## config.mk

```make
export PLATFORM = sky130hd
export DESIGN_NAME = nids_csr_queue_bridge_flat
export DESIGN_NICKNAME = d
export VERILOG_FILES = /design/src/rtl/nids_csr_queue_bridge_if.sv /design/src/rtl/nids_csr_queue_bridge.sv /design/src/flat_wrapper.sv
export SDC_FILE = /design/constraint.sdc
export NUM_CORES = 2
export LEC_CHECK = 0
export BUFFER_PORTS_ARGS = -buffer_cell sky130_fd_sc_hd__clkbuf_2
export CORE_ASPECT_RATIO = 0.75
export CORE_MARGIN = 2
export CORE_UTILIZATION = 45
export DETAILED_ROUTE_END_ITERATION = 12
export PLACE_DENSITY = 0.66
export SYNTH_ARGS = -nofsm -noshare
export SYNTH_HDL_FRONTEND = slang
export SYNTH_SLANG_ARGS = --single-unit
```

## constraint.sdc

```tcl
create_clock -name clk -period 3.7 [get_ports clk]
set_input_delay 1.11 -clock clk [delete_from_list [all_inputs] [get_ports clk]]
set_output_delay 1.11 -clock clk [all_outputs]
set_load 0.05 [all_outputs]
```

## src/rtl/nids_csr_queue_bridge_if.sv

```systemverilog
`default_nettype none
// ============================================================================
// Module   : nids_csr_queue_bridge_if
// Purpose  : Avalon-MM slave bus bundle for the NIDS CSR/queue bridge.
//            Fixed 10-bit byte address and 32-bit data.
// Revision : 1.0 - initial release
// ============================================================================
interface nids_csr_queue_bridge_if;
  logic [9:0]  avs_address;
  logic        avs_write;
  logic        avs_read;
  logic [31:0] avs_writedata;
  logic [31:0] avs_readdata;
  logic        avs_waitrequest;

  modport master (
    output avs_address, avs_write, avs_read, avs_writedata,
    input  avs_readdata, avs_waitrequest
  );

  modport slave (
    input  avs_address, avs_write, avs_read, avs_writedata,
    output avs_readdata, avs_waitrequest
  );
endinterface
`default_nettype wire

```

## src/rtl/nids_csr_queue_bridge.sv

```systemverilog
`default_nettype none
// ============================================================================
// Module   : nids_csr_queue_bridge
// Purpose  : CSR front end for a NIDS scoring pipeline. Software loads the
//            feature words, triggers a packet, and collects results from a
//            small FIFO. Optional interrupt is enabled by defining the macro
//            NIDS_BRIDGE_IRQ_EN.
// Revision : 1.0 - initial release
// ============================================================================
module nids_csr_queue_bridge #(
  parameter int NUM_FEATURES = 28,
  parameter int DATA_W       = 32,
  parameter int RES_DEPTH    = 4
) (
  input  logic                           clk,
  input  logic                           reset_n,
  nids_csr_queue_bridge_if.slave         avs,
  output logic [NUM_FEATURES*DATA_W-1:0] pkt_features,
  output logic                           pkt_valid,
  input  logic                           attack_detected,
  input  logic [DATA_W-1:0]              major_score,
  input  logic [DATA_W-1:0]              minor_score,
  input  logic                           valid_out,
  output logic                           irq
);

  localparam int PTR_W = $clog2(RES_DEPTH);
  localparam int CNT_W = PTR_W + 1;

  localparam logic [1:0] c_st_idle  = 2'd0;
  localparam logic [1:0] c_st_issue = 2'd1;
  localparam logic [1:0] c_st_wait  = 2'd2;

  localparam logic [9:0] c_addr_control = 10'h200;
  localparam logic [9:0] c_addr_status  = 10'h204;
  localparam logic [9:0] c_addr_attack  = 10'h208;
  localparam logic [9:0] c_addr_major   = 10'h20C;
  localparam logic [9:0] c_addr_minor   = 10'h210;
  localparam logic [9:0] c_addr_timeout = 10'h214;
  localparam logic [9:0] c_addr_irq_en  = 10'h218;

  logic [1:0]                     r_state;
  logic [NUM_FEATURES*DATA_W-1:0] r_features;
  logic [NUM_FEATURES*DATA_W-1:0] r_pkt_features;
  logic [15:0]                    r_timeout;
  logic [15:0]                    r_wait_cnt;
  logic                           r_overflow;
  logic                           r_timeout_flag;
  logic                           r_trig_dropped;
  logic [31:0]                    r_readdata;

  logic                           r_mem_attack [RES_DEPTH];
  logic [DATA_W-1:0]              r_mem_major  [RES_DEPTH];
  logic [DATA_W-1:0]              r_mem_minor  [RES_DEPTH];
  logic [PTR_W-1:0]               r_wr_ptr;
  logic [PTR_W-1:0]               r_rd_ptr;
  logic [CNT_W-1:0]               r_count;

  logic        w_aligned;
  logic        w_feat_sel;
  logic [6:0]  w_feat_idx;
  logic        w_wr_feat;
  logic        w_wr_ctrl;
  logic        w_trigger;
  logic        w_clear;
  logic        w_flush;
  logic        w_busy;
  logic        w_q_empty;
  logic        w_q_full;
  logic        w_push;
  logic        w_pop;
  logic        w_do_push;
  logic        w_overflow_evt;
  logic        w_timeout_hit;
  logic [31:0] w_rdata;

  // Address decode: low two byte-address bits must be zero for any hit.
  assign w_aligned  = (avs.avs_address[1:0] == 2'b00);
  assign w_feat_sel = ~avs.avs_address[9] & w_aligned;
  assign w_feat_idx = avs.avs_address[8:2];
  assign w_wr_feat  = avs.avs_write & w_feat_sel;
  assign w_wr_ctrl  = avs.avs_write & (avs.avs_address == c_addr_control);
  assign w_trigger  = w_wr_ctrl & avs.avs_writedata[0];
  assign w_clear    = w_wr_ctrl & avs.avs_writedata[1];
  assign w_flush    = w_wr_ctrl & avs.avs_writedata[2];

  assign w_busy    = (r_state != c_st_idle);
  assign w_q_empty = (r_count == '0);
  assign w_q_full  = (r_count == CNT_W'(RES_DEPTH));

  // A RES_MINOR read consumes the head entry.
  assign w_pop  = avs.avs_read & (avs.avs_address == c_addr_minor) & ~w_q_empty;
  assign w_push = (r_state == c_st_wait) & valid_out;
  assign w_do_push      = w_push & (~w_q_full | w_pop);
  assign w_overflow_evt = w_push & w_q_full & ~w_pop & ~w_flush;

  assign w_timeout_hit = (r_state == c_st_wait) & ~valid_out & (r_timeout != 16'd0) &
                         ((r_wait_cnt + 16'd1) == r_timeout);

  assign pkt_features        = r_pkt_features;
  assign pkt_valid           = (r_state == c_st_issue);
  assign avs.avs_waitrequest = 1'b0;
  assign avs.avs_readdata    = r_readdata;

  // Software-writable configuration: feature words and timeout limit.
  always_ff @(posedge clk or negedge reset_n) begin
    if (!reset_n) begin
      r_features <= '0;
      r_timeout  <= 16'd0;
    end else begin
      for (int i = 0; i < NUM_FEATURES; i++) begin
        if (w_wr_feat && (32'(w_feat_idx) == i))
          r_features[i*DATA_W +: DATA_W] <= DATA_W'(avs.avs_writedata);
      end
      if (avs.avs_write && (avs.avs_address == c_addr_timeout))
        r_timeout <= avs.avs_writedata[15:0];
    end
  end

  // Packet FSM: snapshot features on trigger, pulse for one cycle, then wait.
  always_ff @(posedge clk or negedge reset_n) begin
    if (!reset_n) begin
      r_state        <= c_st_idle;
      r_pkt_features <= '0;
      r_wait_cnt     <= 16'd0;
    end else begin
      case (r_state)
        c_st_idle: begin
          if (w_trigger) begin
            r_state        <= c_st_issue;
            r_pkt_features <= r_features;
          end
        end
        c_st_issue: begin
          r_state    <= c_st_wait;
          r_wait_cnt <= 16'd0;
        end
        c_st_wait: begin
          if (valid_out || w_timeout_hit)
            r_state <= c_st_idle;
          else
            r_wait_cnt <= r_wait_cnt + 16'd1;
        end
        default: r_state <= c_st_idle;
      endcase
    end
  end

  // Sticky status bits; a new event in the same cycle as a clear wins.
  always_ff @(posedge clk or negedge reset_n) begin
    if (!reset_n) begin
      r_overflow     <= 1'b0;
      r_timeout_flag <= 1'b0;
      r_trig_dropped <= 1'b0;
    end else begin
      if (w_clear) begin
        r_overflow     <= 1'b0;
        r_timeout_flag <= 1'b0;
        r_trig_dropped <= 1'b0;
      end
      if (w_overflow_evt)
        r_overflow <= 1'b1;
      if (w_timeout_hit)
        r_timeout_flag <= 1'b1;
      if (w_trigger && w_busy)
        r_trig_dropped <= 1'b1;
    end
  end

  // Result FIFO; flush overrides any push or pop in the same cycle.
  always_ff @(posedge clk or negedge reset_n) begin
    if (!reset_n) begin
      for (int i = 0; i < RES_DEPTH; i++) begin
        r_mem_attack[i] <= 1'b0;
        r_mem_major[i]  <= '0;
        r_mem_minor[i]  <= '0;
      end
      r_wr_ptr <= '0;
      r_rd_ptr <= '0;
      r_count  <= '0;
    end else if (w_flush) begin
      r_wr_ptr <= '0;
      r_rd_ptr <= '0;
      r_count  <= '0;
    end else begin
      if (w_do_push) begin
        r_mem_attack[r_wr_ptr] <= attack_detected;
        r_mem_major[r_wr_ptr]  <= major_score;
        r_mem_minor[r_wr_ptr]  <= minor_score;
        r_wr_ptr               <= r_wr_ptr + 1'b1;
      end
      if (w_pop)
        r_rd_ptr <= r_rd_ptr + 1'b1;
      case ({w_do_push, w_pop})
        2'b10:   r_count <= r_count + 1'b1;
        2'b01:   r_count <= r_count - 1'b1;
        default: r_count <= r_count;
      endcase
    end
  end

`ifdef NIDS_BRIDGE_IRQ_EN
  logic r_irq_en;

  // Interrupt enable register.
  always_ff @(posedge clk or negedge reset_n) begin
    if (!reset_n)
      r_irq_en <= 1'b0;
    else if (avs.avs_write && (avs.avs_address == c_addr_irq_en))
      r_irq_en <= avs.avs_writedata[0];
  end

  assign irq = r_irq_en & (~w_q_empty | r_timeout_flag | r_overflow);
`else
  assign irq = 1'b0;
`endif

  // Read-data mux; queue head reads return zero when the queue is empty.
  always_comb begin
    w_rdata = 32'd0;
    if (w_feat_sel) begin
      for (int i = 0; i < NUM_FEATURES; i++) begin
        if (32'(w_feat_idx) == i)
          w_rdata = 32'(r_features[i*DATA_W +: DATA_W]);
      end
    end else begin
      case (avs.avs_address)
        c_addr_status: begin
          w_rdata[12:8] = 5'(r_count);
          w_rdata[5:0]  = {r_trig_dropped, r_timeout_flag, r_overflow,
                           w_q_full, w_q_empty, w_busy};
        end
        c_addr_attack:  w_rdata[0] = ~w_q_empty & r_mem_attack[r_rd_ptr];
        c_addr_major:   w_rdata = w_q_empty ? 32'd0 : 32'(r_mem_major[r_rd_ptr]);
        c_addr_minor:   w_rdata = w_q_empty ? 32'd0 : 32'(r_mem_minor[r_rd_ptr]);
        c_addr_timeout: w_rdata[15:0] = r_timeout;
`ifdef NIDS_BRIDGE_IRQ_EN
        c_addr_irq_en:  w_rdata[0] = r_irq_en;
`endif
        default:        w_rdata = 32'd0;
      endcase
    end
  end

  // Read data is registered on a read strobe and held otherwise.
  always_ff @(posedge clk or negedge reset_n) begin
    if (!reset_n)
      r_readdata <= 32'd0;
    else if (avs.avs_read)
      r_readdata <= w_rdata;
  end

endmodule
`default_nettype wire

```

## src/flat_wrapper.sv

```systemverilog
// flat-port wrapper written by rule: the top's interface ports become plain ports
module nids_csr_queue_bridge_flat 
#(
  parameter int NUM_FEATURES = 28,
  parameter int DATA_W       = 32,
  parameter int RES_DEPTH    = 4
)
  (clk, reset_n, pkt_features, pkt_valid, attack_detected, major_score, minor_score, valid_out, irq, avs_avs_address, avs_avs_write, avs_avs_read, avs_avs_writedata, avs_avs_readdata, avs_avs_waitrequest);
  nids_csr_queue_bridge_if avs_i ();
  input  logic clk;
  input  logic reset_n;
  output logic [NUM_FEATURES*DATA_W-1:0] pkt_features;
  output logic pkt_valid;
  input  logic attack_detected;
  input  logic [DATA_W-1:0] major_score;
  input  logic [DATA_W-1:0] minor_score;
  input  logic valid_out;
  output logic irq;
  input wire logic [$bits(avs_i.avs_address)-1:0] avs_avs_address;
  input wire logic [$bits(avs_i.avs_write)-1:0] avs_avs_write;
  input wire logic [$bits(avs_i.avs_read)-1:0] avs_avs_read;
  input wire logic [$bits(avs_i.avs_writedata)-1:0] avs_avs_writedata;
  output wire logic [$bits(avs_i.avs_readdata)-1:0] avs_avs_readdata;
  output wire logic [$bits(avs_i.avs_waitrequest)-1:0] avs_avs_waitrequest;
  assign avs_i.avs_address = avs_avs_address;
  assign avs_i.avs_write = avs_avs_write;
  assign avs_i.avs_read = avs_avs_read;
  assign avs_i.avs_writedata = avs_avs_writedata;
  assign avs_avs_readdata = avs_i.avs_readdata;
  assign avs_avs_waitrequest = avs_i.avs_waitrequest;
  nids_csr_queue_bridge #(.NUM_FEATURES(NUM_FEATURES), .DATA_W(DATA_W), .RES_DEPTH(RES_DEPTH)) u_core (.clk(clk), .reset_n(reset_n), .avs(avs_i), .pkt_features(pkt_features), .pkt_valid(pkt_valid), .attack_detected(attack_detected), .major_score(major_score), .minor_score(minor_score), .valid_out(valid_out), .irq(irq));
endmodule
```

; Word-level counts from Yosys, hierarchy flattened
; Index checks and enable logic that the tools add are counted.
[totals]
word_cells = 244
regBits = 2128
input_bits = 112
output_inout_bits = 931
[op_classes]
add_sub_neg = 5
n_reduce_logical = 49
mux = 68
eq_ne = 42
bitwise_logic = 26
order_cmp = 3
[ops]
columns = operator, n
row1 = $mux 32, 36
row2 = $bwmux 128, 2
row3 = $bmux 32 s2, 2
row4 = $eq 7x5->1 const B, 12
row5 = $demux 32 s2, 1
row6 = $pmux 16 s2, 2
row7 = $eq 10x10->1 const B, 6
row8 = $eq 7x4->1 const B, 8
row9 = $pmux 5 s4, 2
row10 = $logic_and 1x1->1, 31
row11 = $eq 7x3->1 const B, 4
row12 = $and 1x1->1, 17
row13 = $add 16x1->16 const B, 1
row14 = $eq 16x16->1, 1
row15 = $mux 16, 1
row16 = $reduce_bool 16->1, 1
row17 = $eq 7x2->1 const B, 2
row18 = $reduce_bool 2->1, 7
row19 = $mux 2, 6
row20 = $pmux 2 s3, 2
row21 = $pmux 3 s3, 1
row22 = $reduce_and 2->1, 4
row23 = $eq 7x1->1 const B, 1
row24 = $logic_not 7->1, 1
row25 = 24 further kinds, 42

; Depth between registers and ports, before layout
[logic_depth]
depth_word = 30
depth_mapped = 12
mapped_depth_nobuf = 11

; Least setup slack after synthesis
; No wires, ideal clock.
[synth_path]
path_kind = in2reg
start = in avs_avs_address[5]
end = reg u_core.r_count[2]
setup_ns = 0.119
path_buffers = 1
arrival_time_ns = 3.524
setup_slack_ns = 0.058
stages = 12
required_time_ns = 3.581
path_cell_list = buf_2 or4b_4 nor4_4 a21oi_1 nor2_4 inv_2 ha_1 fa_1 xnor2_1 nor2_1 xnor2_1 nor2_1
[synth_via]
elab_chain_cells = 8
elab_cells_between_ends = 13
classes_between = 4 x eq/ne / 2 x mux / 6 x bitwise / 1 x reduce/logical
[synth_rtl]
columns = item, line_no
row1 = from (decl), flat_wrapper.sv:19  ; input wire logic [$bits(avs_i.avs_address)-1:0] avs_avs_address;
row2 = $eq 10x10->1, nids_csr_queue_bridge.sv:92  ; assign w_pop = avs.avs_read & (avs.avs_address == c_addr_minor) & ~w_q_empty;
row3 = $and 1x1->1 (2 in series), nids_csr_queue_bridge.sv:92
row4 = $or 1x1->1, nids_csr_queue_bridge.sv:94  ; assign w_do_push = w_push & (~w_q_full | w_pop);
row5 = $and 1x1->1, nids_csr_queue_bridge.sv:94
row6 = $eq 2x1->1 or $eq 2x2->1 (tied branches), nids_csr_queue_bridge.sv:194  ; case ({w_do_push, w_pop})
row7 = $pmux 3 s2, nids_csr_queue_bridge.sv:194
row8 = $mux 3, nids_csr_queue_bridge.sv:181  ; end else if (w_flush) begin
row9 = to (signal assigned), nids_csr_queue_bridge.sv:195  ; 2'b10: r_count <= r_count + 1'b1;
row10 = to (signal assigned), nids_csr_queue_bridge.sv:196  ; 2'b01: r_count <= r_count - 1'b1;
row11 = to (signal assigned), nids_csr_queue_bridge.sv:197  ; default: r_count <= r_count;
row12 = to (decl), nids_csr_queue_bridge.sv:57  ; logic [CNT_W-1:0] r_count;
; Several ways; a longest one is shown, not always the timed one.
; A chain may end at the register's enable or synchronous reset.

; Worst setup path in the final report
[layout_path]
start = in avs_avs_address[3]
end = reg u_core.r_readdata[25], in the netlist u_core.avs.avs_readdata[25]
[layout_via]
elab_chain_cells = 30
elab_cells_between_ends = 60
classes_between = 29 x eq/ne / 30 x mux / 1 x reduce/logical
[layout_rtl]
columns = item, line_no
row1 = $logic_not 7->1, nids_csr_queue_bridge.sv:223  ; if (32'(w_feat_idx) == i)
row2 = $mux 32 (28 in series), nids_csr_queue_bridge.sv:223
row3 = $mux 32 (*), nids_csr_queue_bridge.sv:221  ; if (w_feat_sel) begin
row4 = to (signal assigned), nids_csr_queue_bridge.sv:250  ; r_readdata <= w_rdata;
row5 = to (decl), nids_csr_queue_bridge.sv:50  ; logic [31:0] r_readdata;
; Mark *: on every way between the ends. The rest lies on a longest branch, timed or not.

==> impl_metrics.tcl <==
set metrics [dict create \
    dpl_cell_area_um2 105000 \
    powerDensity_nw_per_um2 440 \
    clock.fmax_ghz 0.273 \
    crit_arrival_ns 4.47 \
    dieArea_um2 205000 \
    synth_compound_area_share_pct 5.77 \
    grt_max_degree 93 \
    synthDistinctLibCells 87 \
    pin_count 1043 \
    area_growth_pct 24.0 \
    synth.area.top_cells "dfrtp_1, mux2_2, nand2_1, mux2_1, mux4_2" \
    yosys-top-cells-count "nand2_1, dfrtp_1, mux2_2, clkbuf_1, mux2_1" \
    finalWeightedCongestion 1.07 \
    max_cap_violations 0 \
    initial_core_util_pct 45.3 \
    status "complete, no violations" \
    ys_async_sr_fraction_pct 100 \
    fin_total_pwr_mw 49.3 \
    cts_inserted_buffers 215 \
    peakVddDrop_mv 0.394 \
    cts_tree "done" \
    synth_top_area_share_pct 58.9 \
    grt_usage_pct 39.5 \
    stdcell_area_um2 112000 \
    ys_seq_area_share_pct 58.9 \
    cts.repair.resized 0 \
    synth_xor_xnor_area_share_pct 0.300 \
    end_kind "flop" \
    finalWirelength_um 411000 \
    maxSlewViolCount 0 \
    drc 0 \
    syn_area_um2 90400 \
    hold_slack_ns 0.328 \
    drive_above_1_share_pct 34.2 \
    drt_iter0_drc 9834 \
    dp_hpwl_um 310000 \
    die_h_um 392 \
    grt_pass1_wl_um 567000 \
    grt_pass1_vias 73000 \
    synth_area_per_cell_um2 11.0 \
    fillers 17200 \
    seqCellArea_um2 53300 \
    crit_fanout 38 \
    r2r_slack_ns 0.30 \
    worst_pin_slew_ns 1.23 \
    fin_cells 12500 \
    period_minus_slack_ns 3.66 \
    finalCritPeriodShare_pct 98.9 \
    rsz0062_at_grt "false" \
    die_x_um 522 \
    cp.required_ns 4.51 \
    synth_top_flop_cell "dfrtp_1" \
    relSlewSlack_pct 18.1 \
    drtPass1Iterations 9 \
    synthSimpleGateAreaFrac_pct 14.4 \
    finalNetCount 9737 \
    setup_violations 0 \
    worstHoldPathType "input pin to async pin" \
    placeableCoreArea_um2 200000 \
    finalHoldViolations 0 \
    syn_inst 8188 \
    rows 142 \
    grt.overflow.total 0 \
    placed_cells 12100 \
    path_class "input pin to flop" \
    worstSetupStartpointType "input pin" \
    muxShareOfSynthArea_pct 17.6 \
    path_clk_slew_ns 0.07 \
    yosys_warnings 0 \
    synth-seq-cells 2128 \
    post_cts_buffers 0 \
    synth.most_common_cell "nand2_1" \
    yosysTopAreaCell "dfrtp_1" \
    cts_root_buf "clkbuf_16" \
    wl_per_cell_um 33.0 \
    viasPerCell 6.03 \
    clockBufferDepth 4 \
    portBuffers 1040 \
    utilization_pct 56.1 \
    finalClockSkew_ns 0.0707 \
    vias 75200 \
    synth_adder_area_share_pct 0.105 \
    synth_top_family_by_area "multiplexers" \
    ctsHoldBuffers 0 \
    synth_edf_count 0 \
    htreeDepth 4 \
    ant_nets 0 \
    cts_sinks 2128 \
    leakage_nw 60.6 \
    multi_input_area_um2 34900 \
    antenna_found_initial 49 \
    worstSkewPairLatency_ns 0.92 \
]
## report_power, final
group	leakage [nW]	switching, mW	total [mW]	internal (mW)
Combinational	27.4	1.87	2.59	0.715
Clock	3.61	9.83	23.0	13.2
Sequential	29.6	0.234	23.7	23.4
Total	60.6	11.9	49.3	37.3
## layout make-up
type | instances | share of cell area (%)
Antenna cell | 10 | 0.0223
Clock buffer | 291 | 5.48
Clock inverter | 93 | 1.04
Inverter | 19 | 0.0636
Multi-Input combinational cell | 5439 | 31.2
Sequential cell | 2128 | 47.5
Tap cell | 2664 | 2.97
Timing Repair Buffer | 1815 | 11.8
## worst max-delay path: stages
cell	delay, ns
buf_8	0.13
buf_4	0.17
buf_12	0.28
nand2b_1	0.44
a21oi_1	0.10
buf_4	0.16
a2111oi_1	0.88
buf_4	0.26
o211ai_1	0.14
buf_4	0.17
a21oi_1	0.21
o221ai_1	0.20
a21oi_1	0.18
## placed cells by master (no fill, tap or decap), types with 15 or more instances in the layout
cell	instances
o21ai_0	127
nand3_1	51
nand2_2	21
a221oi_1	39
nand2_1	2837
a22o_1	22
clkinv_2	47
inv_1	15
a31oi_1	26
a21oi_1	134
a211oi_1	28
a22oi_1	67
buf_4	608
xnor2_1	28
clkbuf_16	216
clkbuf_8	47
o31ai_1	16
o221ai_1	28
nor2_1	168
mux2i_1	50
mux2_1	221
a221o_1	17
nor4_1	23
nor3_1	41
clkbuf_2	1031
mux2_2	990
clkbuf_1	29
dfrtp_1	2126
bufinv_16	22
buf_12	170
nand4_1	25
o22ai_1	94
o211ai_1	30
mux4_2	79
## through the flow
stage,TNS [ns],setup slack (ns)
5_1_grt,0,0.103
4_1_cts,0,0.0562
3_5_place_dp,-40.70,-0.858
6_report,0,0.0406
3_3_place_gp,-58.37,-0.822
2_1_floorplan,0,0.0577
## per-layer routing
| metal | track usage (%) | share of wire, % | vias to the layer above |
|---|---|---|---|
| met4 | 20.7 | 6.3 | 46 |
| li1 | - | - | 30600 |
| met2 | 57.2 | 43 | 4408 |
| met5 | 0 | 0.081 | - |
| met1 | 53.3 | 39 | 39100 |
| met3 | 12.2 | 12 | 990 |
## final timing paths
kind                                     startpoint                           to  cells after the start
max                              avs_avs_address[3]  u_core.avs.avs_readdata[25]                     13
min                                         reset_n       u_core.r_features[181]                      1
max reg2reg                    u_core.r_wait_cnt[0]         u_core.r_wait_cnt[2]                      9
min reg2reg                u_core.pkt_features[263]     u_core.pkt_features[263]                      2
max in group asynchronous                   reset_n       u_core.r_features[779]                      3
min in group clk           u_core.pkt_features[263]     u_core.pkt_features[263]                      2
## logic make-up after synthesis
family,Yosys count
xor+xnor,31
compound gates,762
mux,1340
simple gates,3297
flops,2128
fa+ha+maj,7
buf+inv,622
other cells,1
## state kept, by name, indices dropped and copies added, names as in the netlist
register / count
u_core.pkt_features: 896
u_core.r_mem_minor: 128
u_core.r_timeout_flag: 1
u_core.r_state: 2
u_core.r_overflow: 1
u_core.r_rd_ptr: 2
u_core.avs.avs_readdata: 32
u_core.r_trig_dropped: 1
u_core.r_features: 896
u_core.r_wr_ptr: 2
u_core.r_wait_cnt: 16
u_core.r_count: 3
u_core.r_mem_major: 128
u_core.r_timeout: 16
u_core.r_mem_attack: 4
No activity file was read; power rests on OpenSTA's default activity.
